## src/rtl/branch_condition_unit_pkg.sv

```systemverilog
// Shared CPU definitions: status flag bit positions, condition codes and
// branch-unit state encoding.
package branch_condition_unit_pkg;

  localparam int unsigned NUM_FLAGS = 5;
  localparam int unsigned COND_W    = 4;
  localparam int unsigned CNT_W     = 16;

  // Status register layout {C,Z,L,F,N} = [4:0]
  localparam int unsigned FLAG_C = 4;
  localparam int unsigned FLAG_Z = 3;
  localparam int unsigned FLAG_L = 2;
  localparam int unsigned FLAG_F = 1;
  localparam int unsigned FLAG_N = 0;

  typedef enum logic [COND_W-1:0] {
    COND_EQ = 4'h0,
    COND_NE = 4'h1,
    COND_CS = 4'h2,
    COND_CC = 4'h3,
    COND_HI = 4'h4,
    COND_LS = 4'h5,
    COND_GT = 4'h6,
    COND_LE = 4'h7,
    COND_FS = 4'h8,
    COND_FC = 4'h9,
    COND_LO = 4'hA,
    COND_HS = 4'hB,
    COND_LT = 4'hC,
    COND_GE = 4'hD,
    COND_UC = 4'hE,
    COND_NV = 4'hF
  } cond_e;

  typedef enum logic [1:0] {
    ST_IDLE       = 2'd0,
    ST_WAIT_FLAGS = 2'd1,
    ST_RESOLVE    = 2'd2,
    ST_REDIRECT   = 2'd3
  } state_e;

endpackage

```

## src/rtl/branch_condition_unit_if.sv

```systemverilog
// Branch request / redirect result bundle between the fetch side and the
// branch condition unit.
interface branch_condition_unit_if #(
  parameter int unsigned WIDTH  = 16,
  parameter int unsigned DISP_W = 8
);
  import branch_condition_unit_pkg::*;

  logic                req_valid;
  logic                req_ready;
  logic                is_jump;
  logic [COND_W-1:0]   cond;
  logic [WIDTH-1:0]    pc_in;
  logic [DISP_W-1:0]   disp;
  logic [WIDTH-1:0]    rtarget;
  logic                redirect_valid;
  logic                redirect_ready;
  logic [WIDTH-1:0]    redirect_pc;
  logic                taken;

  modport master (
    output req_valid, is_jump, cond, pc_in, disp, rtarget, redirect_ready,
    input  req_ready, redirect_valid, redirect_pc, taken
  );

  modport slave (
    input  req_valid, is_jump, cond, pc_in, disp, rtarget, redirect_ready,
    output req_ready, redirect_valid, redirect_pc, taken
  );

endinterface

```

## src/rtl/branch_condition_unit_cond_eval.sv

```systemverilog
// Combinational evaluation of a 4-bit condition code against the status flags.
module cond_eval
  import branch_condition_unit_pkg::*;
(
  input  logic [NUM_FLAGS-1:0] flags_i,
  input  logic [COND_W-1:0]    cond_i,
  output logic                 result_c
);

  logic c_f, z_f, l_f, f_f, n_f;

  assign c_f = flags_i[FLAG_C];
  assign z_f = flags_i[FLAG_Z];
  assign l_f = flags_i[FLAG_L];
  assign f_f = flags_i[FLAG_F];
  assign n_f = flags_i[FLAG_N];

  always_comb begin
    result_c = 1'b0;
    case (cond_i)
      COND_EQ: result_c = z_f;
      COND_NE: result_c = ~z_f;
      COND_CS: result_c = c_f;
      COND_CC: result_c = ~c_f;
      COND_HI: result_c = l_f;
      COND_LS: result_c = ~l_f;
      COND_GT: result_c = n_f;
      COND_LE: result_c = ~n_f;
      COND_FS: result_c = f_f;
      COND_FC: result_c = ~f_f;
      COND_LO: result_c = ~l_f & ~z_f;
      COND_HS: result_c = l_f | z_f;
      COND_LT: result_c = ~n_f & ~z_f;
      COND_GE: result_c = n_f | z_f;
      COND_UC: result_c = 1'b1;
      default: result_c = 1'b0;
    endcase
  end

endmodule

```

## src/rtl/branch_condition_unit.sv

```systemverilog
// Resolves Bcond/Jcond requests: waits for final flags, evaluates the
// condition and presents the next PC on a ready/valid redirect port.
module branch_condition_unit
  import branch_condition_unit_pkg::*;
#(
  parameter int unsigned WIDTH  = 16,
  parameter int unsigned DISP_W = 8
) (
  input  logic                  clock,
  input  logic                  reset,
  input  logic [NUM_FLAGS-1:0]  flags_in,
  input  logic                  flags_pending,
  input  logic                  flush,
  branch_condition_unit_if.slave bus,
  output logic [CNT_W-1:0]      taken_count
);

  state_e              state_q;
  logic                req_ready_q;
  logic                redirect_valid_q;
  logic                taken_q;
  logic [WIDTH-1:0]    redirect_pc_q;
  logic [CNT_W-1:0]    count_q;

  logic                is_jump_q;
  logic [COND_W-1:0]   cond_q;
  logic [WIDTH-1:0]    pc_q;
  logic [DISP_W-1:0]   disp_q;
  logic [WIDTH-1:0]    rtarget_q;

  logic                cond_hit_c;
  logic                accept_c;
  logic [WIDTH-1:0]    disp_ext_c;
  logic [WIDTH-1:0]    target_c;

  cond_eval u_cond_eval (
    .flags_i  (flags_in),
    .cond_i   (cond_q),
    .result_c (cond_hit_c)
  );

  assign accept_c   = bus.req_valid & req_ready_q;
  assign disp_ext_c = {{(WIDTH-DISP_W){disp_q[DISP_W-1]}}, disp_q};

  // Next PC: register target, PC-relative target, or fall-through; wraps mod 2^WIDTH
  always_comb begin
    target_c = pc_q + WIDTH'(1);
    if (cond_hit_c) begin
      target_c = is_jump_q ? rtarget_q : (pc_q + disp_ext_c);
    end
  end

  // Control FSM with registered handshake outputs; flush overrides every state
  always_ff @(posedge clock or negedge reset) begin
    if (!reset) begin
      state_q          <= ST_IDLE;
      req_ready_q      <= 1'b1;
      redirect_valid_q <= 1'b0;
      taken_q          <= 1'b0;
      redirect_pc_q    <= '0;
      count_q          <= '0;
      is_jump_q        <= 1'b0;
      cond_q           <= '0;
      pc_q             <= '0;
      disp_q           <= '0;
      rtarget_q        <= '0;
    end else if (flush) begin
      state_q          <= ST_IDLE;
      req_ready_q      <= 1'b1;
      redirect_valid_q <= 1'b0;
    end else begin
      case (state_q)
        ST_IDLE: begin
          if (accept_c) begin
            is_jump_q   <= bus.is_jump;
            cond_q      <= bus.cond;
            pc_q        <= bus.pc_in;
            disp_q      <= bus.disp;
            rtarget_q   <= bus.rtarget;
            req_ready_q <= 1'b0;
            state_q     <= flags_pending ? ST_WAIT_FLAGS : ST_RESOLVE;
          end
        end
        ST_WAIT_FLAGS: begin
          if (!flags_pending) begin
            state_q <= ST_RESOLVE;
          end
        end
        ST_RESOLVE: begin
          taken_q          <= cond_hit_c;
          redirect_pc_q    <= target_c;
          redirect_valid_q <= 1'b1;
          state_q          <= ST_REDIRECT;
        end
        ST_REDIRECT: begin
          if (bus.redirect_ready) begin
            if (taken_q && (count_q != '1)) begin
              count_q <= count_q + CNT_W'(1);
            end
            redirect_valid_q <= 1'b0;
            req_ready_q      <= 1'b1;
            state_q          <= ST_IDLE;
          end
        end
        default: begin
          redirect_valid_q <= 1'b0;
          req_ready_q      <= 1'b1;
          state_q          <= ST_IDLE;
        end
      endcase
    end
  end

  assign bus.req_ready      = req_ready_q;
  assign bus.redirect_valid = redirect_valid_q;
  assign bus.redirect_pc    = redirect_pc_q;
  assign bus.taken          = taken_q;
  assign taken_count        = count_q;

endmodule

```

## src/flat_wrapper.sv

```systemverilog
// flat-port wrapper written by rule: the top's interface ports become plain ports
module branch_condition_unit_flat import branch_condition_unit_pkg::*;
#(
  parameter int unsigned WIDTH  = 16,
  parameter int unsigned DISP_W = 8
)
  (clock, reset, flags_in, flags_pending, flush, taken_count, bus_req_valid, bus_is_jump, bus_cond, bus_pc_in, bus_disp, bus_rtarget, bus_redirect_ready, bus_req_ready, bus_redirect_valid, bus_redirect_pc, bus_taken);
  branch_condition_unit_if #(.WIDTH(WIDTH), .DISP_W(DISP_W)) bus_i ();
  input  logic clock;
  input  logic reset;
  input  logic [NUM_FLAGS-1:0] flags_in;
  input  logic flags_pending;
  input  logic flush;
  output logic [CNT_W-1:0] taken_count;
  input wire logic [$bits(bus_i.req_valid)-1:0] bus_req_valid;
  input wire logic [$bits(bus_i.is_jump)-1:0] bus_is_jump;
  input wire logic [$bits(bus_i.cond)-1:0] bus_cond;
  input wire logic [$bits(bus_i.pc_in)-1:0] bus_pc_in;
  input wire logic [$bits(bus_i.disp)-1:0] bus_disp;
  input wire logic [$bits(bus_i.rtarget)-1:0] bus_rtarget;
  input wire logic [$bits(bus_i.redirect_ready)-1:0] bus_redirect_ready;
  output wire logic [$bits(bus_i.req_ready)-1:0] bus_req_ready;
  output wire logic [$bits(bus_i.redirect_valid)-1:0] bus_redirect_valid;
  output wire logic [$bits(bus_i.redirect_pc)-1:0] bus_redirect_pc;
  output wire logic [$bits(bus_i.taken)-1:0] bus_taken;
  assign bus_i.req_valid = bus_req_valid;
  assign bus_i.is_jump = bus_is_jump;
  assign bus_i.cond = bus_cond;
  assign bus_i.pc_in = bus_pc_in;
  assign bus_i.disp = bus_disp;
  assign bus_i.rtarget = bus_rtarget;
  assign bus_i.redirect_ready = bus_redirect_ready;
  assign bus_req_ready = bus_i.req_ready;
  assign bus_redirect_valid = bus_i.redirect_valid;
  assign bus_redirect_pc = bus_i.redirect_pc;
  assign bus_taken = bus_i.taken;
  branch_condition_unit #(.WIDTH(WIDTH), .DISP_W(DISP_W)) u_core (.clock(clock), .reset(reset), .flags_in(flags_in), .flags_pending(flags_pending), .flush(flush), .bus(bus_i), .taken_count(taken_count));
endmodule
```

## config.mk

```make
export PLATFORM = sky130hd
export DESIGN_NAME = branch_condition_unit_flat
export DESIGN_NICKNAME = d
export VERILOG_FILES = /design/src/rtl/branch_condition_unit_pkg.sv /design/src/rtl/branch_condition_unit_if.sv /design/src/rtl/branch_condition_unit_cond_eval.sv /design/src/rtl/branch_condition_unit.sv /design/src/flat_wrapper.sv
export SDC_FILE = /design/constraint.sdc
export NUM_CORES = 1
export LEC_CHECK = 0
export ABC_CLOCK_PERIOD_IN_PS = 2600
export CAP_MARGIN = 0
export CORE_ASPECT_RATIO = 1.25
export CORE_MARGIN = 2
export CORE_UTILIZATION = 35
export DETAILED_ROUTE_END_ITERATION = 16
export HOLD_SLACK_MARGIN = 0.05
export PLACE_DENSITY = 0.7
export SLEW_MARGIN = 10
export SYNTH_ARGS = -nofsm -noshare
export SYNTH_HDL_FRONTEND = slang
export SYNTH_HIERARCHICAL = 1
export SYNTH_SLANG_ARGS = --single-unit
```

## constraint.sdc

```tcl
create_clock -name clock -period 2.6 [get_ports clock]
set_clock_uncertainty 0.2 [all_clocks]
set_input_delay 0.39 -clock clock [delete_from_list [all_inputs] [get_ports clock]]
set_output_delay 0.39 -clock clock [all_outputs]
set_load 0.005 [all_outputs]
```

==> flow_summary.yaml, run 1 <==
status:
  status: "finished with violations"
  failed_checks: "negative setup slack"
finish:
  diodes: 0
  final_nets: 645
  fill_cells: 1194
  final_cell_area_um2: 6397
  drive_gt1_share_pct: 19.58
  utilization_pct: 48.78
  seq_area_um2: 2053
  multi_input_area_um2: 2554
  area_growth_pct: 37.30
clock_network:
  root_buffer: "clkbuf_16"
  clock_path_buffers: 2
  cts_inserted_buffers: 9
  insertion_delay_ps: 340
  clkTransAtPathRegs_ps: 70
  cts_sinks: 82
  tritoncts: "yes"
  htreeDepth: 3
route:
  wl_met2_mm: 6.417
  dr.pass1.iters: 4
  highest_layer: "met4"
  wl_mm: 11.96
  wl_per_cell_um: 16.09
  drt-met1-wl_mm: 4.795
  vias: 3831
  ant_nets: 0
  drt_iter0_markers: 205
  via_per_inst: 5.156
  wl_met3_um: 468
  drcViolationCount: 0
hold_path:
  min-delay-start: "u_core/bus.redirect_pc[4]"
  min_path_type: "flop to flop"
power:
  intPower_mw: 4.892
  ir_drop_mv: 0.5140
  p_sw_mw: 3.193
  power.clock.fraction_pct: 15.7
  p_leak_nw: 2.780
  power_mw: 8.084
  p_per_area_nw_per_um2: 1264
  comb_power_share_pct: 56.1
  power_frac_seq_pct: 28.2
  p_sw_share_pct: 39.49
global_route:
  track_usage_pct: 17.25
  grt_pass1_wl_mm: 19.28
  grt_overflow: 0
  grt_pass1_vias: 3888
  antenna_found_initial: 0
  grt_max_degree: 46
die:
  fp.dieH_um: 133
  ios: 91
  die_width_um: 107.2
  rows: 47
  core_um2: 13110
  initial_core_util_pct: 35.53
  die_area_um2: 14260
critical_path:
  crit_slowest_cell: "dfrtp_1"
  critical_path.startpoint_type: "flop"
  r2r_cells: 9
  reg2reg_from: "u_core/pc_q[0]"
  critPathCapture: "u_core/bus.redirect_pc[12]"
  crit_required_ps: 2640
  critPathMaxStageDelay_ps: 380
  crit_start: "u_core/pc_q[0]"
  path_delay_family: "compound AO/OA/AOI/OAI gates"
  cp-end-kind: "flop"
  path_buf_inv: 0
  regToRegEndpoint: "u_core/bus.redirect_pc[12]"
  rrSetupSlack_ps: -100
  cp_cell_sequence: "ha_2, fa_2, a211oi_2, nor2_2, o31a_1, a41o_1, a31oi_1, xor2_1, a221oi_2"
  cp_max_fo: 3
  critPathArrivalTime_ps: 2740
  critPathKind: "flop to flop"
  cp.depth: 9
placed_design:
  placed_cell_area_um2: 6001
  dp_hpwl_mm: 9.121
  gp_congestion: 0.9102
  io_buffers: 90
  dp_slack_ps: -436.5
synth:
  synth.distinct_cells: 60
  synth_area_um2: 4659
  ys.flop_type: "dfrtp_1"
  ys_ff_latch: 82
  ys_warn_count: 6
  avgSynthCellArea_um2: 10.52
  netlist_instances: 443
  synth_edf_count: 0
  synth_fp_nets: 521
  async_flop_share_pct: 100.0
  seq_area_frac_synth_pct: 44.07
sta:
  hold_viol_final: 0
  fmax_mhz: 369.8
  worstMarginPinSlew_ps: 547.1
  maxSlewHeadroom_pct: 63.53
  rsz0062_at_grt: "yes"
  timing.final.crit_share_pct: 104.0
  setup-violations-final: 4
  min_period_ps: 2704
  setup_slack_ps: -103.9
  holdWs_ps: 285.6
  drv_slew: 0
flow_run:
  maxCapViolCount: 0
## synth_stat cells, types with 2 or more instances
library cell  count  area, µm²
and3_1            3      18.77
nor2b_1           3      18.77
xnor2_1          22      192.7
dfrtp_1          81       2027
mux2_2           34      382.9
a21oi_1          17      85.08
nor3_1            2      10.01
nand3_1          16      80.08
clkbuf_1         15      56.30
o21ai_1           6      30.03
a221oi_1          4      35.03
nor2_1           25      93.84
and4_1            4      35.03
inv_1             9      33.78
a211oi_1          5      37.54
xor2_1           20      175.2
nor3b_1           3      22.52
o311a_1           2      20.02
nand4_1           6      37.54
a31oi_1           2      12.51
a21o_1            6      45.04
nor4b_1           2      17.52
nand2b_1          4      25.02
mux2_1           15      168.9
o21ai_0          25      125.1
o211ai_1          5      37.54
o21a_1            3      22.52
o22ai_1           2      12.51
ha_1             21      262.8
nand2_1          45      168.9
mux2i_1           7      70.07
## tightest hold or removal path, cell delays in order (launching register included)
cell and delay [ps]:
dfrtp_1 350, nand2_1 50, o21ai_0 60
## flip-flops by register name, summed over array words and instances (netlist names)
register / flops
u_core/bus.taken: 1
u_core/disp_q: 8
u_core/bus.redirect_valid: 1
u_core/rtarget_q: 16
u_core/pc_q: 16
u_core/bus.req_ready: 1
u_core/is_jump_q: 1
u_core/taken_count: 16
u_core/state_q: 2
u_core/bus.redirect_pc: 16
u_core/cond_q: 4
## layout make-up
class | instances | share of cell area, %
Clock buffer | 10 | 3.579
Clock inverter | 6 | 1.017
Inverter | 10 | 0.5867
Multi-Input combinational cell | 334 | 39.92
Sequential cell | 82 | 32.09
Tap cell | 171 | 3.344
Timing Repair Buffer | 130 | 19.46
## per-layer routing
metal,track usage (%),vias to the layer above
li1,-,1851
met2,31.58,87
met1,19.60,1877
met4,7.143,0
met3,2.759,16
met5,0,-
## power groups by stage
stage | clock network (mW) | logic (mW) | registers, mW
3_5_place_dp | 0 | 4.24 | 2.30
5_1_grt | 1.36 | 4.96 | 2.35
2_1_floorplan | 0 | 2.77 | 2.16
3_3_place_gp | 0 | 4.15 | 2.28
4_1_cts | 1.30 | 4.44 | 2.28
6_report | 1.27 | 4.54 | 2.28
## stage by stage
step                      TNS (ps)  instances
after floorplan                  0        443
after detailed placement     -5239        723
after CTS                   -239.9        742
after global routing        -706.9        743
after global placement       -4703        723
final                       -261.6        743
## cells by family after synthesis
kind of cell / count (synthesis) / synth area share [%]
adders and majority gates: 22 / 6.069
xor gates and xnor gates: 42 / 7.895
DFF: 82 / 44.07
and+or+nand+nor: 123 / 13.21
muxes: 56 / 13.35
buffers and inverters: 27 / 2.336
AOI/OAI and AO/OA: 91 / 13.08
## worst min-delay path by stage
| stage | slack (ps) | cells past startpoint | endpoint |
|---|---|---|---|
| 2_1_floorplan | -110 | 0 | u_core/bus.redirect_pc[0] |
| 3_3_place_gp | 210 | 1 | u_core/rtarget_q[12] |
| 3_5_place_dp | 220 | 1 | u_core/rtarget_q[10] |
| 4_1_cts | 290 | 2 | u_core/bus.redirect_pc[4] |
| 5_1_grt | 320 | 1 | u_core/disp_q[2] |
| 6_report | 290 | 2 | u_core/bus.redirect_pc[4] |
## layout by cell type (no fill, tap or decap), types with 2 or more instances in the layout
master            n
a211oi_1          4
a211oi_2          2
a21o_1            6
a21oi_1          16
a221oi_1          2
a221oi_2          3
a31oi_1           2
and3_1            3
and4_1            4
buf_12            3
buf_4            36
clkbuf_16         9
clkdlybuf4s50_1  88
clkinv_2          2
dfrtp_1          81
ha_1             20
inv_1             9
mux2_1           15
mux2_2           34
mux2i_1           7
nand2_1          45
nand2b_1          4
nand3_1          14
nand3_2           2
nand4_1           6
nor2_1           23
nor2_2            2
nor2b_1           3
nor3_1            2
nor3b_1           3
nor4b_1           2
o211ai_1          5
o21a_1            3
o21ai_0          23
o21ai_1           8
o22ai_1           2
o311a_1           2
xnor2_1          21
xor2_1           20
## repair_timing
item,4_1_cts,5_1_grt
hold endpoints to repair,36,0
pin swaps,7,5
hold buffers,1,0
setup buffers,2,1
resized for setup,9,9
endpoints found under the setup margin,6,10
No activity file was read; power rests on OpenSTA's default activity.
==> run 2, diff against run 1 <==
- CORE_MARGIN: 2 -> not set
==> flow_summary.yaml, run 2 (synthesized netlist as in run 1, its figures left out) <==
route:
  wl_mm: 11.24
  ant_nets: 0
  via_per_inst: 5.118
  dr.pass1.iters: 4
  drcViolationCount: 0
  drt_iter0_markers: 195
  wl_per_cell_um: 15.25
  vias: 3772
finish:
  area_growth_pct: 36.41
  final_nets: 642
  final_cell_area_um2: 6356
  diodes: 0
  layout_common_cells: "clkdlybuf4s50_1 (88), dfrtp_1 (80), nand2_1 (44)"
  final_common_cell: "clkdlybuf4s50_1"
  fill_cells: 1142
  drive_gt1_share_pct: 18.10
global_route:
  grt_max_degree: 65
  track_usage_pct: 17.22
  grt_pass1_vias: 3917
  grt_pass1_wl_mm: 18.69
  grt_overflow: 0
  antenna_found_initial: 0
flow_run:
  maxCapViolCount: 0
critical_path:
  critPathMaxStageDelay_ps: 380
  crit_required_ps: 2640
  cp_max_fo: 3
  critical_path.startpoint_type: "flop"
  critPathArrivalTime_ps: 2670
  cp_cell_sequence: "ha_2, fa_2, a211oi_2, nor2_1, o31a_1, a41o_1, a31oi_1, xor2_1, a221oi_2"
  crit_slowest_cell: "dfrtp_1"
  cp-end-kind: "flop"
  critPathKind: "flop to flop"
power:
  ir_drop_mv: 0.4497
  p_per_area_nw_per_um2: 1254
  p_leak_nw: 2.761
die:
  die_area_um2: 13780
  initial_core_util_pct: 36.30
  die_width_um: 105.2
  ios: 91
  rows: 46
  core_um2: 12830
  fp.dieH_um: 131
placed_design:
  dp_hpwl_mm: 8.683
  placed_cell_area_um2: 5977
  gp_congestion: 0.8754
  io_buffers: 90
sta:
  setup_slack_ps: -35.68
  fmax_mhz: 379.4
  drv_slew: 0
  maxSlewHeadroom_pct: 44.67
  setup-violations-final: 2
  min_period_ps: 2636
  rsz0062_at_grt: "yes"
  holdWs_ps: 287.9
  hold_viol_final: 0
  timing.final.crit_share_pct: 101.4
  worstMarginPinSlew_ps: 829.9
clock_network:
  cts_sinks: 82
  clock_path_buffers: 2
  cts_inserted_buffers: 9
  insertion_delay_ps: 340
  clkTransAtPathRegs_ps: 50
  tritoncts: "yes"
  root_buffer: "clkbuf_16"
  htreeDepth: 3
hold_path:
  min_path_type: "flop to flop"
status:
  failed_checks: "negative setup slack"
  status: "finished with violations"
==> run 2: per-stage QoR <==
stage                     instances  setup TNS, ps  worst slack [ps]  utilization, %  total power, mW
after floorplan                 443              0            0.1892               -            4.932
after global placement          719          -4984            -433.7           46.57            6.353
after detailed placement        719          -5714            -517.9           46.57            6.457
after CTS                       736         -158.2            -87.30           49.26            7.921
after global routing            737         -454.6            -162.7           49.52            8.589
final                           737         -61.36            -35.68           49.52            7.969
==> run 2: worst max-delay path: cells and delay by family (launching register included) <==
kind                     cells  cell delay (ps)
AO/OA/AOI/OAI                5             1200
XOR/XNOR                     1              120
adder cells (fa/ha/maj)      2              560
flip-flops                   1              380
AND/OR/NAND/NOR              1               80
==> run 2: power breakdown <==
| part | switching, mW | total (mW) | internal (mW) |
|---|---|---|---|
| registers | 0.497 | 2.30 | 1.80 |
| logic | 2.08 | 4.32 | 2.24 |
| clock network | 0.481 | 1.35 | 0.869 |
==> run 2: path summary, 6_finish.rpt <==
kind / cells past startpoint / startpoint / slack [ps] / endpoint
max: 9 / u_core/pc_q[0] / -40 / u_core/bus.redirect_pc[12]
min: 1 / u_core/taken_count[12] / 290 / u_core/taken_count[12]
max reg2reg: 9 / u_core/pc_q[0] / -40 / u_core/bus.redirect_pc[12]
min reg2reg: 1 / u_core/taken_count[12] / 290 / u_core/taken_count[12]
max in group asynchronous: 3 / reset / 1010 / u_core/bus.redirect_pc[3]
min in group asynchronous: 2 / reset / 510 / u_core/state_q[0]
==> run 2: repair_timing <==
item | in CTS | in global routing
resized for setup | 8 | 6
hold endpoints to repair | 61 | 0
endpoints found under the setup margin | 8 | 9
hold buffers | 1 | 0
gates cloned | 0 | 0
pin swaps | 9 | 7
setup buffers | 0 | 2
==> run 2: routing by layer <==
metal / vias up / GRT usage, % / routed length [µm]
met3: 15 / 2.629 / 301
met1: 1831 / 19.72 / 4874
li1: 1850 / - / -
met2: 76 / 32.16 / 5854
met5: - / 0 / 0
met4: 0 / 6.959 / 212
==> run 2: layout make-up <==
cell class	instances	area, µm²	area share [%]
flip-flops and latches	82	2054	32.32
repair buffers	127	1197	18.84
inverters	10	37.54	0.5906
multi-input cells	334	2542	40.00
clock inverters	2	60.06	0.9449
clock buffers	14	254.0	3.996
well taps	168	210.2	3.307
